### src/rtl/seq_bit_player_if.sv
// seq_bit_player_if: control, pattern-RAM read port and serial output bundle of seq_bit_player (optional PAUSE with SEQ_BIT_PLAYER_PAUSE_EN)
interface seq_bit_player_if #(
  parameter int ADDRWIDTH = 14,
  parameter int REPWIDTH = 8
);
  logic start;
  logic stop;
  logic [ADDRWIDTH-1:0] conf_start_addr;
  logic [ADDRWIDTH:0] conf_size;
  logic [REPWIDTH-1:0] conf_repeat;
  logic [ADDRWIDTH-1:0] ram_addr;
  logic ram_en;
  logic ram_do;
  logic seq_out;
  logic seq_valid;
  logic busy;
  logic done;
`ifdef SEQ_BIT_PLAYER_PAUSE_EN
  logic pause;
  modport slave(
    input start, stop, conf_start_addr, conf_size, conf_repeat, ram_do, pause,
    output ram_addr, ram_en, seq_out, seq_valid, busy, done
  );
  modport master(
    output start, stop, conf_start_addr, conf_size, conf_repeat, ram_do, pause,
    input ram_addr, ram_en, seq_out, seq_valid, busy, done
  );
`else
  modport slave(
    input start, stop, conf_start_addr, conf_size, conf_repeat, ram_do,
    output ram_addr, ram_en, seq_out, seq_valid, busy, done
  );
  modport master(
    output start, stop, conf_start_addr, conf_size, conf_repeat, ram_do,
    input ram_addr, ram_en, seq_out, seq_valid, busy, done
  );
`endif
endinterface

### src/rtl/seq_bit_player.sv
// seq_bit_player: plays a bit range of a 1-bit pattern RAM as a qualified serial stream (optional PAUSE with SEQ_BIT_PLAYER_PAUSE_EN)
module seq_bit_player #(
  parameter int ADDRWIDTH = 14,
  parameter int REPWIDTH = 8
) (
  input logic clk,
  input logic rst_n,
  seq_bit_player_if.slave bus
);
  typedef enum logic [1:0] {IDLE, RUN, FLUSH} state_t;
  state_t state, state_n;
  logic [ADDRWIDTH-1:0] addr, addr_n, start_l, start_l_n;
  logic [ADDRWIDTH:0] bit_cnt, bit_n, size_l, size_l_n;
  logic [REPWIDTH-1:0] rep_cnt, rep_n, rep_l, rep_l_n;
  logic en, en_n, valid, valid_n, busy, busy_n, done, done_n;
  logic paused;
`ifdef SEQ_BIT_PLAYER_PAUSE_EN
  assign paused = bus.pause;
`else
  assign paused = 1'b0;
`endif
  assign bus.ram_addr = addr;
  assign bus.ram_en = en;
  assign bus.seq_out = bus.ram_do;
  assign bus.seq_valid = valid;
  assign bus.busy = busy;
  assign bus.done = done;
  // next-state: one address issued per RUN cycle, pass reload without gap, STOP aborts from any active state
  always_comb begin
    state_n = state;
    addr_n = addr;
    start_l_n = start_l;
    size_l_n = size_l;
    rep_l_n = rep_l;
    bit_n = bit_cnt;
    rep_n = rep_cnt;
    en_n = en;
    busy_n = busy;
    done_n = 1'b0;
    valid_n = en & ~bus.stop;
    if (state == IDLE) begin
      if (bus.start && !bus.stop && bus.conf_size != '0) begin
        start_l_n = bus.conf_start_addr;
        size_l_n = bus.conf_size;
        rep_l_n = bus.conf_repeat;
        addr_n = bus.conf_start_addr;
        bit_n = (ADDRWIDTH+1)'(1);
        rep_n = REPWIDTH'(1);
        en_n = 1'b1;
        busy_n = 1'b1;
        state_n = RUN;
      end
    end else if (bus.stop) begin
      en_n = 1'b0;
      busy_n = 1'b0;
      state_n = IDLE;
    end else if (state == FLUSH) begin
      done_n = 1'b1;
      busy_n = 1'b0;
      state_n = IDLE;
    end else if (paused) begin
      en_n = 1'b0;
    end else if (bit_cnt == size_l) begin
      if (rep_l != '0 && rep_cnt == rep_l) begin
        en_n = 1'b0;
        state_n = FLUSH;
      end else begin
        addr_n = start_l;
        bit_n = (ADDRWIDTH+1)'(1);
        rep_n = &rep_cnt ? rep_cnt : rep_cnt + REPWIDTH'(1);
        en_n = 1'b1;
      end
    end else begin
      addr_n = addr + ADDRWIDTH'(1);
      bit_n = bit_cnt + (ADDRWIDTH+1)'(1);
      en_n = 1'b1;
    end
  end
  // state and registered outputs, asynchronously cleared
  always_ff @(posedge clk or negedge rst_n) begin
    if (!rst_n) begin
      state <= IDLE;
      addr <= '0;
      start_l <= '0;
      size_l <= '0;
      rep_l <= '0;
      bit_cnt <= '0;
      rep_cnt <= '0;
      en <= 1'b0;
      valid <= 1'b0;
      busy <= 1'b0;
      done <= 1'b0;
    end else begin
      state <= state_n;
      addr <= addr_n;
      start_l <= start_l_n;
      size_l <= size_l_n;
      rep_l <= rep_l_n;
      bit_cnt <= bit_n;
      rep_cnt <= rep_n;
      en <= en_n;
      valid <= valid_n;
      busy <= busy_n;
      done <= done_n;
    end
  end
endmodule
### src/flat_wrapper.sv
// flat-port wrapper written by rule: the top's interface ports become plain ports
module seq_bit_player_flat 
#(
  parameter int ADDRWIDTH = 14,
  parameter int REPWIDTH = 8
)
  (clk, rst_n, bus_start, bus_stop, bus_conf_start_addr, bus_conf_size, bus_conf_repeat, bus_ram_do, bus_ram_addr, bus_ram_en, bus_seq_out, bus_seq_valid, bus_busy, bus_done);
  seq_bit_player_if #(.ADDRWIDTH(ADDRWIDTH), .REPWIDTH(REPWIDTH)) bus_i ();
  input logic clk;
  input logic rst_n;
  input wire logic [$bits(bus_i.start)-1:0] bus_start;
  input wire logic [$bits(bus_i.stop)-1:0] bus_stop;
  input wire logic [$bits(bus_i.conf_start_addr)-1:0] bus_conf_start_addr;
  input wire logic [$bits(bus_i.conf_size)-1:0] bus_conf_size;
  input wire logic [$bits(bus_i.conf_repeat)-1:0] bus_conf_repeat;
  input wire logic [$bits(bus_i.ram_do)-1:0] bus_ram_do;
  output wire logic [$bits(bus_i.ram_addr)-1:0] bus_ram_addr;
  output wire logic [$bits(bus_i.ram_en)-1:0] bus_ram_en;
  output wire logic [$bits(bus_i.seq_out)-1:0] bus_seq_out;
  output wire logic [$bits(bus_i.seq_valid)-1:0] bus_seq_valid;
  output wire logic [$bits(bus_i.busy)-1:0] bus_busy;
  output wire logic [$bits(bus_i.done)-1:0] bus_done;
  assign bus_i.start = bus_start;
  assign bus_i.stop = bus_stop;
  assign bus_i.conf_start_addr = bus_conf_start_addr;
  assign bus_i.conf_size = bus_conf_size;
  assign bus_i.conf_repeat = bus_conf_repeat;
  assign bus_i.ram_do = bus_ram_do;
  assign bus_ram_addr = bus_i.ram_addr;
  assign bus_ram_en = bus_i.ram_en;
  assign bus_seq_out = bus_i.seq_out;
  assign bus_seq_valid = bus_i.seq_valid;
  assign bus_busy = bus_i.busy;
  assign bus_done = bus_i.done;
  seq_bit_player #(.ADDRWIDTH(ADDRWIDTH), .REPWIDTH(REPWIDTH)) u_core (.clk(clk), .rst_n(rst_n), .bus(bus_i));
endmodule
### config.mk
export PLATFORM = sky130hd
export DESIGN_NAME = seq_bit_player_flat
export DESIGN_NICKNAME = d
export VERILOG_FILES = /design/src/rtl/seq_bit_player_if.sv /design/src/rtl/seq_bit_player.sv /design/src/flat_wrapper.sv
export SDC_FILE = /design/constraint.sdc
export NUM_CORES = 1
export LEC_CHECK = 0
export ABC_CLOCK_PERIOD_IN_PS = 6750
export CAP_MARGIN = 20
export CORE_ASPECT_RATIO = 1.2
export CORE_UTILIZATION = 42
export DETAILED_ROUTE_END_ITERATION = 16
export MAX_ROUTING_LAYER = met4
export SYNTH_ARGS = -nofsm -noshare
export SYNTH_HDL_FRONTEND = slang
export SYNTH_SLANG_ARGS = --single-unit
export TNS_END_PERCENT = 5
### constraint.sdc
create_clock -name clk -period 6.75 [get_ports clk]
set_input_delay 2.025 -clock clk [delete_from_list [all_inputs] [get_ports clk]]
set_output_delay 2.025 -clock clk [all_outputs]
set_load 0.1 [all_outputs]
**Word-level counts from Yosys, hierarchy flattened**

Cells that the tools add are included.

- Register bits after elaboration: 80
- Input bits: 42
- Output and inout port bits: 19
- Logic and storage cells: 81

- $add $sub $neg: 3
- Equal/unequal tests: 10
- Multiplexer cells: 37
- Bitwise logic cells: 2
- Reductions and logical operators: 18

Operators with widths:

| cell | number |
|---|---|
| $mux 15 | 6 |
| $mux 14 | 6 |
| $mux 8 | 7 |
| $add 15x1->15 const B | 1 |
| $eq 15x15->1 | 1 |
| $reduce_bool 15->1 | 1 |
| $add 14x1->14 const B | 1 |
| $mux 1 | 12 |
| $mux 2 | 6 |
| $add 8x1->8 const B | 1 |
| $eq 8x8->1 | 1 |
| $ne 2x1->1 const B | 4 |
| $reduce_and 8->1 | 1 |
| $reduce_bool 4->1 | 2 |
| $reduce_bool 8->1 | 1 |
| $ne 3x2->1 const B | 2 |
| $reduce_and 2->1 | 3 |
| $reduce_and 6->1 | 1 |
| $reduce_and 4->1 | 1 |
| $logic_and 1x1->1 | 3 |
| $reduce_and 3->1 | 1 |
| $reduce_bool 3->1 | 1 |
| $eq 2x2->1 const B | 1 |
| $logic_not 2->1 | 1 |
| other kinds (5) | 5 |

**Logic depth before layout (Yosys ltp)**

- Depth after elaboration: 7
- Gate-level depth with buffers: 10
- Gate-level depth less buffers: 7

**Worst setup path before layout**

OpenSTA, ideal clock, no wires.

- Path kind: input port to output port
- From: in bus_ram_do
- To: out bus_seq_out
- Data arrival time: 2.288 ns
- Required time: 4.725 ns
- Path slack: 2.437 ns
- Stages: 1
- Path buffers: 1
- Cells stage by stage: buf_4

RTL lines:

| item | RTL line | source |
|---|---|---|
| start, declared | flat_wrapper.sv:16 | `input wire logic [$bits(bus_i.ram_do)-1:0] bus_ram_do;` |
| end, declared | flat_wrapper.sv:19 | `output wire logic [$bits(bus_i.seq_out)-1:0] bus_seq_out;` |

No word-level cell between the ends.

**Worst setup path in the final report**

- From: in bus_conf_size[1]
- To: reg u_core.rep_cnt[6]

- Longest elaborated chain between the ends: 4

Ends and longest elaborated chain:

| item | RTL line | source |
|---|---|---|
| start, declared | flat_wrapper.sv:14 | `input wire logic [$bits(bus_i.conf_size)-1:0] bus_conf_size;` |
| $reduce_bool 15->1 | seq_bit_player.sv:42 | `if (bus.start && !bus.stop && bus.conf_size != '0) begin` |
| $logic_and 1x1->1 | seq_bit_player.sv:42 |  |
| $ne 2x2->1 (no line) | n/a |  |
| $reduce_and 6->1 (no line) | n/a |  |
| end signal, assigned | seq_bit_player.sv:100 | `rep_cnt <= rep_n;` |
| end, declared | seq_bit_player.sv:14 | `logic [REPWIDTH-1:0] rep_cnt, rep_n, rep_l, rep_l_n;` |

Every way passes these cells.
A chain may end at the register's enable or synchronous reset.

==> metrics.md <==
| Metric | Value |
|---|---|
| Setup TNS | `0 ns` |
| Wire per inst | `about 18 um` |
| Fill count | `930` |
| Ys async rst share | `100.0%` |
| Initial antenna violation count | `0` |
| Sw Ratio | `35.21%` |
| Port bufs | `just under 60` |
| Fin util | `53.11%` |
| Synth cell types | `53` |
| Worst min path class | `reg2reg` |
| Core Box Area | `10210 um^2` |
| Synthesis-to-finish area growth | `21.20%` |
| Hold_buf cts | `0` |
| Max cap viols | `0` |
| Critical path data arrival time | `4.61 ns` |
| Max-slew violations | `0` |
| Power Density | `307.5 nW/um^2` |
| CTS tree | `built` |
| Sequential Power Share | `40.1%` |
| CTS root buffer | `clkbuf_16` |
| Setup crit start kind | `input port` |
| Die Height | `115.1 um` |
| #FFs+latches synth | `80` |
| # rows | `40` |
| Global Route Usage Sum | `22.70%` |
| Num CTS Buffers | `9` |
| Starting density of the core | `between 40% and 50%` |
| WS Path Type | `in2reg` |
| Ratio of cells with drive above 1 in the final layout | `12.88%` |
| Vias per cell | `5.875` |
| Gr ovfl total | `0` |
| Ports | `61` |
| Cell Area, Synth | `4474 um^2` |
| Switching power | `0.0005871 W` |
| # resized after CTS | `0` |
| Die area | `11070 um^2` |
| Largest fanout on the critical path | `33` |
| DRC | `0` |
| GP Congestion | `0.8331` |
| CTS Sinks | `80` |
| Clock power frac | `31.4%` |
| H-tree depth | `3` |
| Synth Warn # | `0` |
| Tmin final | `4.377 ns` |
| Internal power | `roughly 0.0011 W` |
| Final nets | `between 500 and 600` |
| Synth Flop Type | `dfrtp_1` |
| Lkg Pwr | `2.220 nW` |
| Final Hold Fails | `0` |
| Final ANT Viol Nets | `0` |
| Post-DP HPWL | `7358 um` |
| Skew final | `0.006435 ns` |
| EDFF count, synth | `0` |
| Max Fclk | `about 230 MHz` |
| Pre-antenna DRT Iters | `5` |
| Slew Limit Headroom | `34.78%` |
| Post-Syn Instances | `451` |
| Routed WL | `11120 um` |
| VDD IR max | `approximately 170 uV` |
| Clock tree buffer depth | `2` |
| ANT cells | `0` |
| Die Span X | `96.22 um` |
| CP required | `6.99 ns` |
| Sequential fraction of the synthesis area | `44.74%` |
| Via Count | `roughly 3700` |
| Worst-Margin Slew | `0.9752 ns` |
| Final setup fails | `0` |
| First-pass GRT wire length | `18350 um` |
| Post-CTS setup buffers | `0` |
| Crit end category | `flip-flop` |
| Tcrit/Tclk final | `64.84%` |
| Logic pwr share | `28.5%` |
| Mapped Nets | `496` |
| Clock Pin Slew Worst Setup and Hold Paths | `0.06 ns` |
| Status | `finished clean` |
| Syn avg cell area | `9.921 um^2` |
| Clock latency at the later pin of the worst-skew pair | `between 0.3 and 0.4 ns` |
| RSZ-0062 raised after global routing | `false` |
| Initial DRC count | `219` |
| Largest net degree at the start of global routing | `81` |
| Vias in the first global route | `3564` |
==> critical path, cell delays in order <==
cell	delay (ns)
clkdlybuf4s50_1	0.43
nor4_1	0.34
nand4_1	0.21
nand4b_1	0.49
buf_4	0.47
o21a_1	0.32
nor4_1	0.09
a211oi_1	0.24
==> placed cells by master, fill, tap and decap left out, drive strengths merged, types with 3 or more instances in the layout <==
cell,Yosys,layout
dfrtp,80,80
clkdlybuf4s50,0,57
nand2,52,52
mux2,36,36
o21ai,25,25
nand3,24,24
xor2,22,22
nor3,19,19
nand4,17,17
nor4,15,15
xnor2,13,13
clkbuf,28,13
inv,12,12
or4,9,9
a21oi,9,9
nor2,9,9
a211oi,8,8
o31ai,8,8
buf,4,5
and2,4,4
a31oi,4,4
or3,4,4
o211ai,4,4
and4,3,3
o21a,3,3
a211o,3,3
o311a,3,3
a2bb2oi,3,3
ha,3,3
or2,3,3
==> logic make-up (layout without fill, tap and decap cells) <==
group | Yosys count | after routing | share of synthesized area [%]
xor gates and xnor gates | 35 | 35 | 6.851
and+or+nand+nor | 168 | 168 | 20.50
adders and majority gates | 3 | 3 | 0.8390
AOI/OAI and AO/OA | 84 | 84 | 12.86
DFF | 80 | 80 | 44.74
muxes | 37 | 37 | 9.620
buffers and inverters | 44 | 90 | 4.586
==> state kept, by name, indices dropped and copies added (netlist names) <==
register / cells
u_core.bit_cnt: 15
u_core.bus.busy: 1
u_core.bus.done: 1
u_core.bus.ram_addr: 14
u_core.bus.ram_en: 1
u_core.bus.seq_valid: 1
u_core.rep_cnt: 8
u_core.rep_l: 8
u_core.size_l: 15
u_core.start_l: 14
u_core.state: 2
==> routing by layer <==
layer | vias to the layer above | track usage [%] | part of all wire, %
li1 | 1751 | - | -
met1 | 1773 | 30.15 | 47
met2 | 119 | 34.28 | 46
met3 | 17 | 2.513 | 4.7
met4 | 0 | 11.14 | 2.6
met5 | - | - | 0
==> cell usage after synthesis (all sizes together), types with 8 or more instances <==
| cell | number | share of area, % |
|---|---|---|
| xor2 | 22 | 4.3 |
| nor3 | 19 | 2.1 |
| xnor2 | 13 | 2.5 |
| dfrtp | 80 | 45 |
| nand3 | 24 | 2.7 |
| or4 | 9 | 1.5 |
| o21ai | 25 | 2.8 |
| nand4 | 17 | 2.7 |
| a21oi | 9 | 1.0 |
| nor4 | 15 | 2.9 |
| o31ai | 8 | 1.3 |
| mux2 | 36 | 9.4 |
| clkbuf | 28 | 2.3 |
| inv | 12 | 1.1 |
| a211oi | 8 | 1.3 |
| nand2 | 52 | 4.4 |
| nor2 | 9 | 0.75 |
==> metrics by stage <==
step | cells | hold slack (ns) | area [um^2] | setup slack [ns] | power [W]
3_3_place_gp | 606 | 0.4876 | 5080 | 2.008 | 0.001138
4_1_cts | 622 | 0.5100 | 5395 | 2.331 | 0.001681
3_5_place_dp | 606 | 0.4962 | 5080 | 1.980 | 0.001149
6_report | 623 | 0.5043 | 5423 | 2.373 | 0.001667
2_1_floorplan | 451 | 0.4791 | 4474 | 2.437 | 0.001017
5_1_grt | 623 | 0.5244 | 5423 | 2.083 | 0.001751
==> worst paths after layout <==
path	from	end	slack [ns]	depth (start not counted)
min reg2reg	u_core.start_l[7]	u_core.start_l[7]	0.50	1
min in group asynchronous	rst_n	u_core.bus.ram_addr[3]	1.52	1
max reg2reg	u_core.bit_cnt[11]	u_core.rep_cnt[6]	3.61	6
min	u_core.start_l[7]	u_core.start_l[7]	0.50	1
max in group asynchronous	rst_n	u_core.bit_cnt[3]	4.66	2
max	bus_conf_size[1]	u_core.rep_cnt[6]	2.37	8
==> power by group through the flow <==
stage                     logic [W]  registers [W]  clock network, W
after CTS                  0.000476       0.000668          0.000537
after detailed placement   0.000474       0.000675                 0
final                      0.000475       0.000669          0.000524
after global placement     0.000467       0.000672                 0
after global routing       0.000512       0.000685          0.000554
after floorplan            0.000224       0.000792                 0
==> area by class of cell <==
class | count | area (um^2) | share of cell area [%]
multi-input combinational | 327 | 2270 | 41.86
timing repair buffer | 62 | 628.1 | 11.58
tap | 126 | 157.7 | 2.907
clock inverter | 3 | 65.06 | 1.200
clock buffer | 13 | 250.2 | 4.615
sequential | 80 | 2002 | 36.92
inverter | 12 | 50.05 | 0.9229
Power figures use the tool's default switching activity.
